--- src/rtl/tx_route_logic.sv ---
// tx_route_logic
// Pops single-flit packets from a first-word-fall-through FIFO, picks an
// output port with dimension-ordered XY routing and hands each item to one
// of five receivers over a two-phase (toggle) req/ack handshake.
// Each port is implicitly idle (req == ack) or waiting for an ack
// (req != ack); a busy target port stalls the queue in strict FIFO order.
module tx_route_logic #(
  parameter int SIZE    = 8,
  parameter int COORD_W = 2,
  parameter int X_ADDR  = 0,
  parameter int Y_ADDR  = 0
) (
  input  logic                clk,
  input  logic                reset,
  input  logic                fifo_empty,
  input  logic [SIZE-1:0]     fifo_data_out,
  output logic                fifo_read,
  output logic [4:0]          tx_req,
  input  logic [4:0]          tx_ack,
  output logic [SIZE*5-1:0]   tx_data
);

  // Port numbering used on tx_req / tx_ack / tx_data slices.
  localparam logic [2:0] PORT_LOCAL = 3'd0;
  localparam logic [2:0] PORT_NORTH = 3'd1;
  localparam logic [2:0] PORT_SOUTH = 3'd2;
  localparam logic [2:0] PORT_EAST  = 3'd3;
  localparam logic [2:0] PORT_WEST  = 3'd4;

  // Router coordinates narrowed to the width of the destination fields.
  localparam logic [COORD_W-1:0] X_C = COORD_W'(X_ADDR);
  localparam logic [COORD_W-1:0] Y_C = COORD_W'(Y_ADDR);

  // XY routing: resolve X first, then Y, otherwise deliver locally.
  function automatic logic [2:0] xy_route(input logic [SIZE-1:0] item);
    logic [COORD_W-1:0] dx;
    logic [COORD_W-1:0] dy;
    logic [2:0]         port;
    dx = item[SIZE-1 -: COORD_W];
    dy = item[SIZE-1-COORD_W -: COORD_W];
    if (dx > X_C) begin
      port = PORT_EAST;
    end else if (dx < X_C) begin
      port = PORT_WEST;
    end else if (dy > Y_C) begin
      port = PORT_NORTH;
    end else if (dy < Y_C) begin
      port = PORT_SOUTH;
    end else begin
      port = PORT_LOCAL;
    end
    return port;
  endfunction

  logic [4:0]        tx_req_q;
  logic [4:0]        tx_req_d;
  logic [SIZE*5-1:0] tx_data_q;
  logic [SIZE*5-1:0] tx_data_d;

  logic [2:0]        port_s;
  logic [4:0]        busy_s;
  logic              port_busy_s;
  logic              send_s;

  // Route decision and send qualification from this cycle's head item.
  always_comb begin
    port_s      = xy_route(fifo_data_out);
    busy_s      = tx_req_q ^ tx_ack;
    port_busy_s = 1'b1;
    case (port_s)
      PORT_LOCAL: port_busy_s = busy_s[0];
      PORT_NORTH: port_busy_s = busy_s[1];
      PORT_SOUTH: port_busy_s = busy_s[2];
      PORT_EAST:  port_busy_s = busy_s[3];
      PORT_WEST:  port_busy_s = busy_s[4];
      default:    port_busy_s = 1'b1;
    endcase
    // Pop is combinational so the FIFO advances on the same edge as the
    // send; a registered pop would re-send the head item.
    send_s = reset & ~fifo_empty & ~port_busy_s;
  end

  // Next state: a send toggles only the selected req bit and reloads only
  // its data slice; every other port holds.
  always_comb begin
    tx_req_d  = tx_req_q;
    tx_data_d = tx_data_q;
    if (send_s) begin
      for (int k = 0; k < 5; k++) begin
        if (port_s == 3'(k)) begin
          tx_req_d[k]               = ~tx_req_q[k];
          tx_data_d[SIZE*k +: SIZE] = fifo_data_out;
        end else begin
          tx_req_d[k]               = tx_req_q[k];
          tx_data_d[SIZE*k +: SIZE] = tx_data_q[SIZE*k +: SIZE];
        end
      end
    end else begin
      tx_req_d  = tx_req_q;
      tx_data_d = tx_data_q;
    end
  end

  // Output registers; reset abandons any pending transfer.
  always_ff @(posedge clk) begin
    if (!reset) begin
      tx_req_q  <= 5'b00000;
      tx_data_q <= {(SIZE*5){1'b0}};
    end else begin
      tx_req_q  <= tx_req_d;
      tx_data_q <= tx_data_d;
    end
  end

  assign fifo_read = send_s;
  assign tx_req    = tx_req_q;
  assign tx_data   = tx_data_q;

endmodule

--- config.mk ---
export PLATFORM = sky130hd
export DESIGN_NAME = tx_route_logic
export DESIGN_NICKNAME = d
export VERILOG_FILES = /design/src/rtl/tx_route_logic.sv
export SDC_FILE = /design/constraint.sdc
export NUM_CORES = 1
export LEC_CHECK = 0
export BUFFER_PORTS_ARGS = -buffer_cell sky130_fd_sc_hd__buf_2
export CAP_MARGIN = 40
export CORE_UTILIZATION = 41
export CTS_CLUSTER_SIZE = 20
export DETAILED_ROUTE_END_ITERATION = 6
export PLACE_DENSITY = 0.72
export SYNTH_ARGS = -nofsm -noshare
export SYNTH_HDL_FRONTEND = slang
export SYNTH_SLANG_ARGS = --single-unit
export TNS_END_PERCENT = 30
--- constraint.sdc ---
create_clock -name clk -period 1.2 [get_ports clk]
set_input_delay 0.18 -clock clk [delete_from_list [all_inputs] [get_ports clk]]
set_output_delay 0.18 -clock clk [all_outputs]
set_load 0.02 [all_outputs]
==> metrics, run 1 <==
status=finished with violations; failing checks=setup timing; Worst Hold Class=in2reg; Post-Place Setup Slack=-0.05314 ns; GPL Wtd Cong=0.8244; met2 GRT Util=a little under a third; first-pass GRT wire length=4595 um; asr flop ratio synth=0%; total grt overflow=0; RSZ-0062 raised after global routing=true; routing usage on met3=under 10%; minimum clock period=approximately 1.5 ns; routed vias=~1.1k; synthesized instance count=~130; total negative slack=-0.7592 ns; die height=between 60 and 70 um; per-instance average area after synthesis=10.37 um2; Pleak=just under 0.001 uW; count of input and output buffers=50; Syn-to-layout area delta=35.19%; Die W=about 60 um; largest net degree at the start of global routing=28; Hold WS=roughly 0.11 ns; Slew Limit Fails=0; Setup crit end=fifo_read; core area=approximately 3100 um2; clock transition at the registers of the reported paths=about 0.090 ns; # rows=20; Num CTS Buffers=5; Util after Layout=between 60% and 70%; R2R Setup Slk=-0.10 ns; Netlist cell types=25; H-tree Lvls=2; Post-synth EDFFs=0; maximum clock insertion buffer count=2; Worst-Skew Late Latency=roughly 0.35 ns; DP Wirelength=approximately 2200 um; I/O Pins=62; Reg2Reg Depth=4; FF-to-FF End=tx_data[24]; ANT nets after route=0; Tot Pwr=around 2200 uW; Synth top area share=around 52%; DR DRC count=0; final period utilization=127.7%; WL per Instance=12.03 um; Nets=between 200 and 250; startpoint type of the worst setup path=register; vias in the first global route=1,091; Worst setup EP type=primary output; fmax=652.8 MHz; die area=around 3600 um2; Hold-fix buffers, CTS=0; Worst Setup SP=tx_req[3]; CTS sink cnt=36; drt via density=between 4 and 5; critical path class=reg2out; top post-synthesis cells by area=dfxtp_1, mux2i_1, buf_4; DR iter-0 viols=43; cell area power density=approximately 1200 nW/um2; Required @ worst endpoint=between 1 and 1.5 ns; TritonCTS clock tree=yes; slack of the critical path=-0.3318 ns; routed wire length=2888 um; Post-Syn Area=approximately 1400 um2; Worst R2R Start=tx_req[3]; clock root cell=clkbuf_4; Top FF cell, synth=dfxtp_1; initial antenna violation count=0; register area share after synthesis=between 50% and 60%; final number of hold-violating endpoints=0; flip-flop and latch count after synthesis=36; setup violators final=9; Ant. Diodes=0; GRT busiest layer=met2; max_cap viols=0; router iterations before antenna repair=4; Starting Density=~44%; Synth area leader=dfxtp_1; Total GRT Usage=a little under a fifth; met1 Use GR=about 18%; Peak VDD IR=about 0.61 mV; share of cells above drive strength 1=a little over two fifths; Arr. time, crit path=about 1.4 ns; crit-path max FO=3; Yosys warning count=0; Fin Clk Skew=between 0.007 and 0.008 ns
-- logic make-up (layout without fill, tap and decap cells) --
family          after synthesis  after routing  share of synthesized area, %
simple gates                 55             55                         23.22
flops                        36             36                         51.85
mux                          17             17                         12.24
buf+inv                      17             71                         7.830
compound gates                5              5                         2.700
xor+xnor                      3              3                         1.891
other cells                   1              9                        0.2698
-- area by class of cell --
class	instances	area (um2)
repair buffers	63	352.8
multi-input cells	89	675.6
flip-flops and latches	36	726.9
well taps	44	55.05
inverters	1	3.754
fillers	280	1249
clock buffers	7	65.06
-- state kept, by name, summed over array words and instances (netlist names) --
name	cells
tx_data	32
tx_req	4
-- synth_stat cells (2+ instances only) --
master / number
buf_4: 12
clkbuf_1: 4
dfxtp_1: 36
xnor2_1: 3
nand2_1: 24
nor2_1: 3
mux2i_1: 17
nor4_1: 3
nor2b_1: 2
and2_1: 9
and3_1: 7
-- worst min path at each step --
stage / from / to / cells past startpoint
floorplan: tx_ack[0] / tx_req[0] / 1
detailed placement: tx_data[20] / tx_data[20] / 1
global route: tx_ack[0] / tx_req[0] / 2
finish: tx_ack[0] / tx_req[0] / 2
CTS: tx_ack[0] / tx_req[0] / 2
global placement: tx_data[19] / tx_data[19] / 1
-- worst max-delay path, cell delays in order (launching register included) --
cell,delay (ns)
dfxtp_2,0.35
xnor2_2,0.23
nor2_2,0.07
nor4_4,0.20
buf_4,0.17
-- placed cells by master (no fill, tap or decap), types with 2 or more instances in the layout --
cell | netlist | routed
and2_1 | 9 | 9
and3_1 | 7 | 6
buf_2 | 0 | 48
buf_4 | 12 | 15
clkbuf_4 | 0 | 5
clkbuf_8 | 0 | 2
conb_1 | 1 | 9
dfxtp_1 | 36 | 33
dfxtp_2 | 0 | 2
mux2i_1 | 17 | 17
nand2_1 | 24 | 24
nor2_1 | 3 | 2
nor4_4 | 1 | 3
xnor2_4 | 0 | 2
-- metal layers --
layer  vias to the layer above  part of all wire, %
met3                         9                  8.5
met4                         0                  2.9
met1                       492                   40
met2                        49                   48
met5                         -                    0
li1                        553                    -
-- what timing repair did --
| action | in CTS | in global routing |
|---|---|---|
| setup buffers | 0 | 1 |
| setup endpoints to repair | 9 | 12 |
| endpoints found under the hold margin | 0 | 0 |
| pin swaps | 2 | 3 |
| resized for setup | 4 | 5 |
-- stage by stage --
step                      cell area [um2]  instances
after floorplan                      1480        142
after global placement               1770        232
after detailed placement             1770        232
after CTS                            1851        239
after global routing                 1879        240
final                                1879        240
-- power by group --
| part | switching (uW) | total, uW | internal (uW) |
|---|---|---|---|
| combinational | 175 | 303 | 128 |
| sequential | 14.2 | 1230 | 1210 |
| clock | 375 | 707 | 332 |
Note: power is estimated with default switching activity, not from simulation.
==> run 2: changes to the inputs <==
--- a/config.mk
+++ b/config.mk
@@ -8,6 +8,7 @@
 export BUFFER_PORTS_ARGS = -buffer_cell sky130_fd_sc_hd__buf_2
 export CAP_MARGIN = 40
 export CORE_UTILIZATION = 41
+export CTS_BUF_LIST = sky130_fd_sc_hd__clkbuf_16
 export CTS_CLUSTER_SIZE = 20
 export DETAILED_ROUTE_END_ITERATION = 6
 export PLACE_DENSITY = 0.72
==> run 2 against run 1 <==
  * The flow still finishes with violations (setup timing)
  * Final cell count did not move
  * Global-route usage shrank 0.082 points
  * Core utilization increased by 1.7 points
  * Worst hold slack better by 0.081 ns
  * Cell area up 2.9%
  * Clock power rose by 64%
  * Clock-buffer cell count shrank 2
  * Non-clock buffer count is the same
==> metrics, run 2 (synthesis results as in run 1) <==
status=finished with violations; failing checks=setup timing; Ant. Diodes=0 (unchanged); Required @ worst endpoint=1.02 ns (about the same); Largest register FFs=32 (unchanged); H-tree Lvls=2 (unchanged); routing usage on met3=10.17% (+3.2 points); max_cap viols=0 (unchanged); Worst Hold Class=in2reg; Slew Limit Fails=0 (unchanged); startpoint type of the worst setup path=register; first-pass GRT wire length=4567 um (-0.61%); Worst-Skew Late Latency=0.27 ns (-0.08 ns); maximum clock insertion buffer count=2 (unchanged); total grt overflow=0 (unchanged); clock transition at the registers of the reported paths=0.05 ns (-0.04 ns); Num CTS Buffers=5 (unchanged); final period utilization=120.5% (-7.2 points); total negative slack=-0.6102 ns (+0.1490 ns); count of input and output buffers=50 (unchanged); router iterations before antenna repair=4 (unchanged); clock root cell=clkbuf_16; crit-path max FO=3 (unchanged); cell area power density=1391 nW/um2 (+17%); die area=3627 um2 (unchanged); minimum clock period=1.446 ns (-0.08605 ns); Nets=212 (unchanged); die height=60.23 um (unchanged); most frequent cells in the layout=buf_2, dfxtp_1, nand2_1; Starting Density=44.44% (unchanged); CTS sink cnt=36 (unchanged); DR DRC count=0 (unchanged); slack of the critical path=-0.2458 ns (+0.08605 ns); critical path class=reg2out; Peak VDD IR=0.8958 mV (+47%); share of cells above drive strength 1=42.35% (-1.0 points); GPL Wtd Cong=0.8244 (unchanged); WL per Instance=11.76 um (-2.3%); TritonCTS clock tree=yes; drt via density=4.546 (-1.1%); DR iter-0 viols=47 (+9.3%); fmax=691.7 MHz (+6.0%); Fin Clk Skew=0.002954 ns (-0.004937 ns); met2 GRT Util=29.20% (-1.3 points); most common cell after layout, fill and taps aside=buf_2; largest net degree at the start of global routing=28 (unchanged); core area=3128 um2 (unchanged); GRT busiest layer=met2; Worst setup EP type=primary output; final number of hold-violating endpoints=0 (unchanged); met1 Use GR=18.91% (+0.42 points); setup violators final=9 (unchanged); vias in the first global route=1,073 (-1.6%); routed vias=1,091 (-1.1%); Hold-fix buffers, CTS=0 (unchanged); Post-Place Setup Slack=-0.05314 ns (unchanged); I/O Pins=62 (unchanged); Total GRT Usage=18.16% (-0.082 points); ANT nets after route=0 (unchanged); Arr. time, crit path=1.27 ns (-0.08 ns); routed wire length=2822 um (-2.3%); # rows=20 (unchanged); initial antenna violation count=0 (unchanged); Pleak=0.001008 uW (+2.6%); Syn-to-layout area delta=39.06%; Die W=60.23 um (unchanged); RSZ-0062 raised after global routing=true; DP Wirelength=2173 um (unchanged)
==> run 2: changes by cell type in the layout (fill, tap and decap cells not counted) <==
cell / before / now
clkbuf_8: 2 / 0
xnor2_4: 2 / 1
xnor2_2: 1 / 2
clkbuf_16: 0 / 5
clkbuf_4: 5 / 0
buf_2: 48 / 49
clkinv_1: 0 / 2
buf_4: 15 / 14
==> run 2: path summary, 6_finish.rpt <==
check	startpoint	end	slack, ns	cells past startpoint
setup / recovery	tx_req[3]	fifo_read	-0.25	4
hold / removal	tx_ack[0]	tx_req[0]	0.19	2
setup reg to reg	tx_req[3]	tx_data[26]	-0.09	4
hold reg to reg	tx_data[23]	tx_data[23]	0.45	1
==> run 2: through the flow <==
step	total power [uW]	instances	hold WS, ns	cell area, um2	util (%)
after global placement	1527	232	0.4381	1770	56.60
after floorplan	1451	142	0.2750	1480	-
final	2690	240	0.1899	1933	61.80
after CTS	2700	239	0.1912	1917	61.28
after global routing	2803	240	0.1931	1933	61.80
after detailed placement	1535	232	0.4400	1770	56.60
==> run 2: layout make-up <==
cell class | count | area, um2
Clock buffer | 5 | 125.1
Clock inverter | 2 | 7.507
Fill cell | 274 | 1195
Inverter | 1 | 3.754
Multi-Input combinational cell | 89 | 664.4
Sequential cell | 36 | 726.9
Tap cell | 44 | 55.05
Timing Repair Buffer | 63 | 350.3
==> run 2: critical path, stage by stage (launching register included) <==
cell and delay [ns]:
dfxtp_2 0.33, xnor2_2 0.22, nor2_2 0.07, nor4_4 0.20
buf_4 0.17
==> run 2: report_power, final <==
group	leakage (uW)	switching [uW]	internal, uW	total, uW
combinational	0.000651	173	123	296
sequential	0.000292	13.6	1220	1230
clock	0.0000648	422	740	1160
total	0.00101	608	2080	2690
==> run 2: routing by layer <==
metal	part of all wire [%]	vias to the layer above
li1	-	552
met2	49	47
met3	8.6	4
met1	41	488
met5	0	-
met4	1.1	0
==> run 2: what timing repair did <==
action                                 in CTS  in global routing
buffers inserted                            0                  1
endpoints found under the hold margin       0                  0
resized for setup                           3                  3
pin swaps                                   3                  3
setup endpoints to repair                   8                 11
==> run 3: changes to the inputs <==
--- a/config.mk
+++ b/config.mk
@@ -7,11 +7,11 @@
 export LEC_CHECK = 0
 export BUFFER_PORTS_ARGS = -buffer_cell sky130_fd_sc_hd__buf_2
 export CAP_MARGIN = 40
-export CORE_UTILIZATION = 41
+export CORE_UTILIZATION = 46
 export CTS_BUF_LIST = sky130_fd_sc_hd__clkbuf_16
 export CTS_CLUSTER_SIZE = 20
 export DETAILED_ROUTE_END_ITERATION = 6
-export PLACE_DENSITY = 0.72
+export PLACE_DENSITY = 0.76
 export SYNTH_ARGS = -nofsm -noshare
 export SYNTH_HDL_FRONTEND = slang
 export SYNTH_SLANG_ARGS = --single-unit
==> constraint.sdc (replaced) <==
create_clock -name clk -period 1.47 [get_ports clk]
set_input_delay 0.2205 -clock clk [delete_from_list [all_inputs] [get_ports clk]]
set_output_delay 0.2205 -clock clk [all_outputs]
set_load 0.02 [all_outputs]
==> run 3 against run 2 <==
  * The run ends with DRC, setup timing left
  * Combinational power decreased by 23%
  * Sequential share of layout area increased by 0.38 points
  * Final cell count decreased by 6.3%
  * Core utilization increased by 6.3 points
  * Total power decreased by 10%
  * Sequential power decreased by 18%
  * Global-route usage increased by 1.7 points
  * Critical endpoint unchanged
==> metrics, run 3 (synthesis results as in run 1) <==
status=finished with violations; failing checks=DRC, setup timing; R2R Setup Slk=0.13 ns (+0.22 ns); total negative slack=-0.06436 ns (+0.5459 ns); Total GRT Usage=19.83% (+1.7 points); multi-input logic area=650.6 um2 (-2.1%); core area=2805 um2 (-10%); Required @ worst endpoint=1.25 ns (+0.23 ns); WL per Instance=13.37 um (+14%); clock transition at the registers of the reported paths=0.05 ns (about the same); Slew Limit Fails=0 (unchanged); count of input and output buffers=50 (unchanged); routed vias=1,095 (+0.37%); cell count after placement=215 (-7.3%); drt via density=4.867 (+7.1%); routed wire length=3009 um (+6.6%); ANT nets after route=0 (unchanged); H-tree Lvls=2 (unchanged); I/O Pins=62 (unchanged); clock root cell=clkbuf_16; cell area power density=1264 nW/um2 (-9.1%); minimum clock period=roughly 1.5 ns; Worst Path Buf+Inv=1 (unchanged); crit-path max FO=2 (-1); delay-heaviest family, CP=simple AND/OR/NAND/NOR gates; vias in the first global route=1,076 (+0.28%); Ant. Diodes=0 (unchanged); TritonCTS clock tree=yes; final number of hold-violating endpoints=0 (unchanged); post-route insts no fill=225 (-6.3%); Num CTS Buffers=5 (unchanged); router iterations before antenna repair=6 (+2); Die W=56.97 um (-5.4%); # fillers=241 (-12%); setup violators final=1 (-8); slack of the critical path=-0.06436 ns (+0.1814 ns); DR iter-0 viols=20 (-57%); Post-Place Setup Slack=0.06108 ns (+0.1142 ns); max_cap viols=0 (unchanged); GPL Wtd Cong=0.7623 (-7.5%); fmax=between 600 and 700 MHz; Worst setup EP type=primary output; largest net degree at the start of global routing=27 (-3.6%); initial antenna violation count=0 (unchanged); Hold-fix buffers, CTS=0 (unchanged); RSZ-0062 raised after global routing=true; DR DRC count=6 (+6); DP Wirelength=2118 um (-2.6%); Largest register FFs=32 (unchanged); Fin Clk Skew=0.005365 ns (+0.002412 ns); most common cell after layout, fill and taps aside=buf_2; most frequent cells in the layout=buf_2, dfxtp_1, nand2_1; startpoint type of the worst setup path=register; die area=3246 um2 (-11%); die height=56.97 um (-5.4%); Pleak=0.001014 uW (+0.52%); FF/Latch Area=725.7 um2 (-0.17%); Syn-to-layout area delta=37.44%; final period utilization=104.4%; share of cells above drive strength 1=41.24% (-1.1 points); Crit-path slowest cell=dfxtp_2; # rows=19 (-5.0%); first-pass GRT wire length=4705 um (+3.0%); Nets=209 (-1.4%); worst-path cell chain=xnor2_2 > nor2b_2 > nor4_4 > buf_4; total grt overflow=0 (unchanged); maximum clock insertion buffer count=2 (unchanged); Peak VDD IR=0.8876 mV (-0.91%); crit-path max cell delay=0.33 ns (about the same); Util after Layout=68.11% (+6.3 points); CTS sink cnt=36 (unchanged); Starting Density=49.55% (+5.1 points); Worst-Skew Late Latency=0.28 ns (about the same); Arr. time, crit path=1.31 ns (+0.04 ns); critical path class=reg2out; Worst Hold Class=in2reg
run 3: cell count changes in the layout (fill, tap and decap cells not counted), sizes merged:
cell / change
bufinv: +1
clkinv: -1
inv: +1
buf: -3
run 3: worst register-to-register path, cell delays in order, from the launching register on:
cell and delay (ns):
dfxtp_4 0.37, xnor2_4 0.15, buf_4 0.14, nor3b_1 0.19, buf_4 0.22, mux2i_1 0.22
run 3: stage by stage:
| step | cell area, um2 | power [uW] | hold slack (ns) |
|---|---|---|---|
| finish | 1911 | 2415 | 0.1745 |
| floorplan | 1435 | 1176 | 0.3259 |
| global placement | 1679 | 1222 | 0.4365 |
| CTS | 1903 | 2426 | 0.1669 |
| detailed placement | 1679 | 1229 | 0.4395 |
| global route | 1911 | 2491 | 0.1775 |
run 3: timing repair:
item	CTS	global route
pin swaps	2	0
setup buffers	2	0
gates resized for setup	10	1
endpoints found under the setup margin	1	1
run 3: final cells by class:
cell class | count | share of cell area (%)
inverter | 1 | 0.1965
clock buffer | 5 | 6.549
clock inverter | 3 | 2.030
timing repair buffer | 60 | 17.16
sequential | 36 | 37.98
multi-input combinational | 89 | 34.05
tap | 31 | 2.030
run 3: final timing paths:
check / startpoint / to / cells after the start
min reg2reg: tx_data[20] / tx_data[20] / 1
max reg2reg: tx_req[3] / tx_data[27] / 5
min: tx_ack[0] / tx_req[0] / 2
max: tx_req[0] / fifo_read / 4
run 3: report_power, final:
group	leakage, uW	switching, uW	internal [uW]	total [uW]
registers	0.000292	14.7	995	1010
logic	0.000637	136	91.9	228
clock network	0.0000850	388	789	1180
total	0.00101	539	1880	2420
run 3: metal layers:
layer  routed length (um)  vias up  GRT usage, %  share of wire (%)
met1                 1235      499         19.94                 41
li1                     -      543             -                  -
met3                  188       11         9.070                6.2
met2                 1491       42         33.28                 50
met4                   94        0         12.54                3.1
met5                    0        -             0                  0
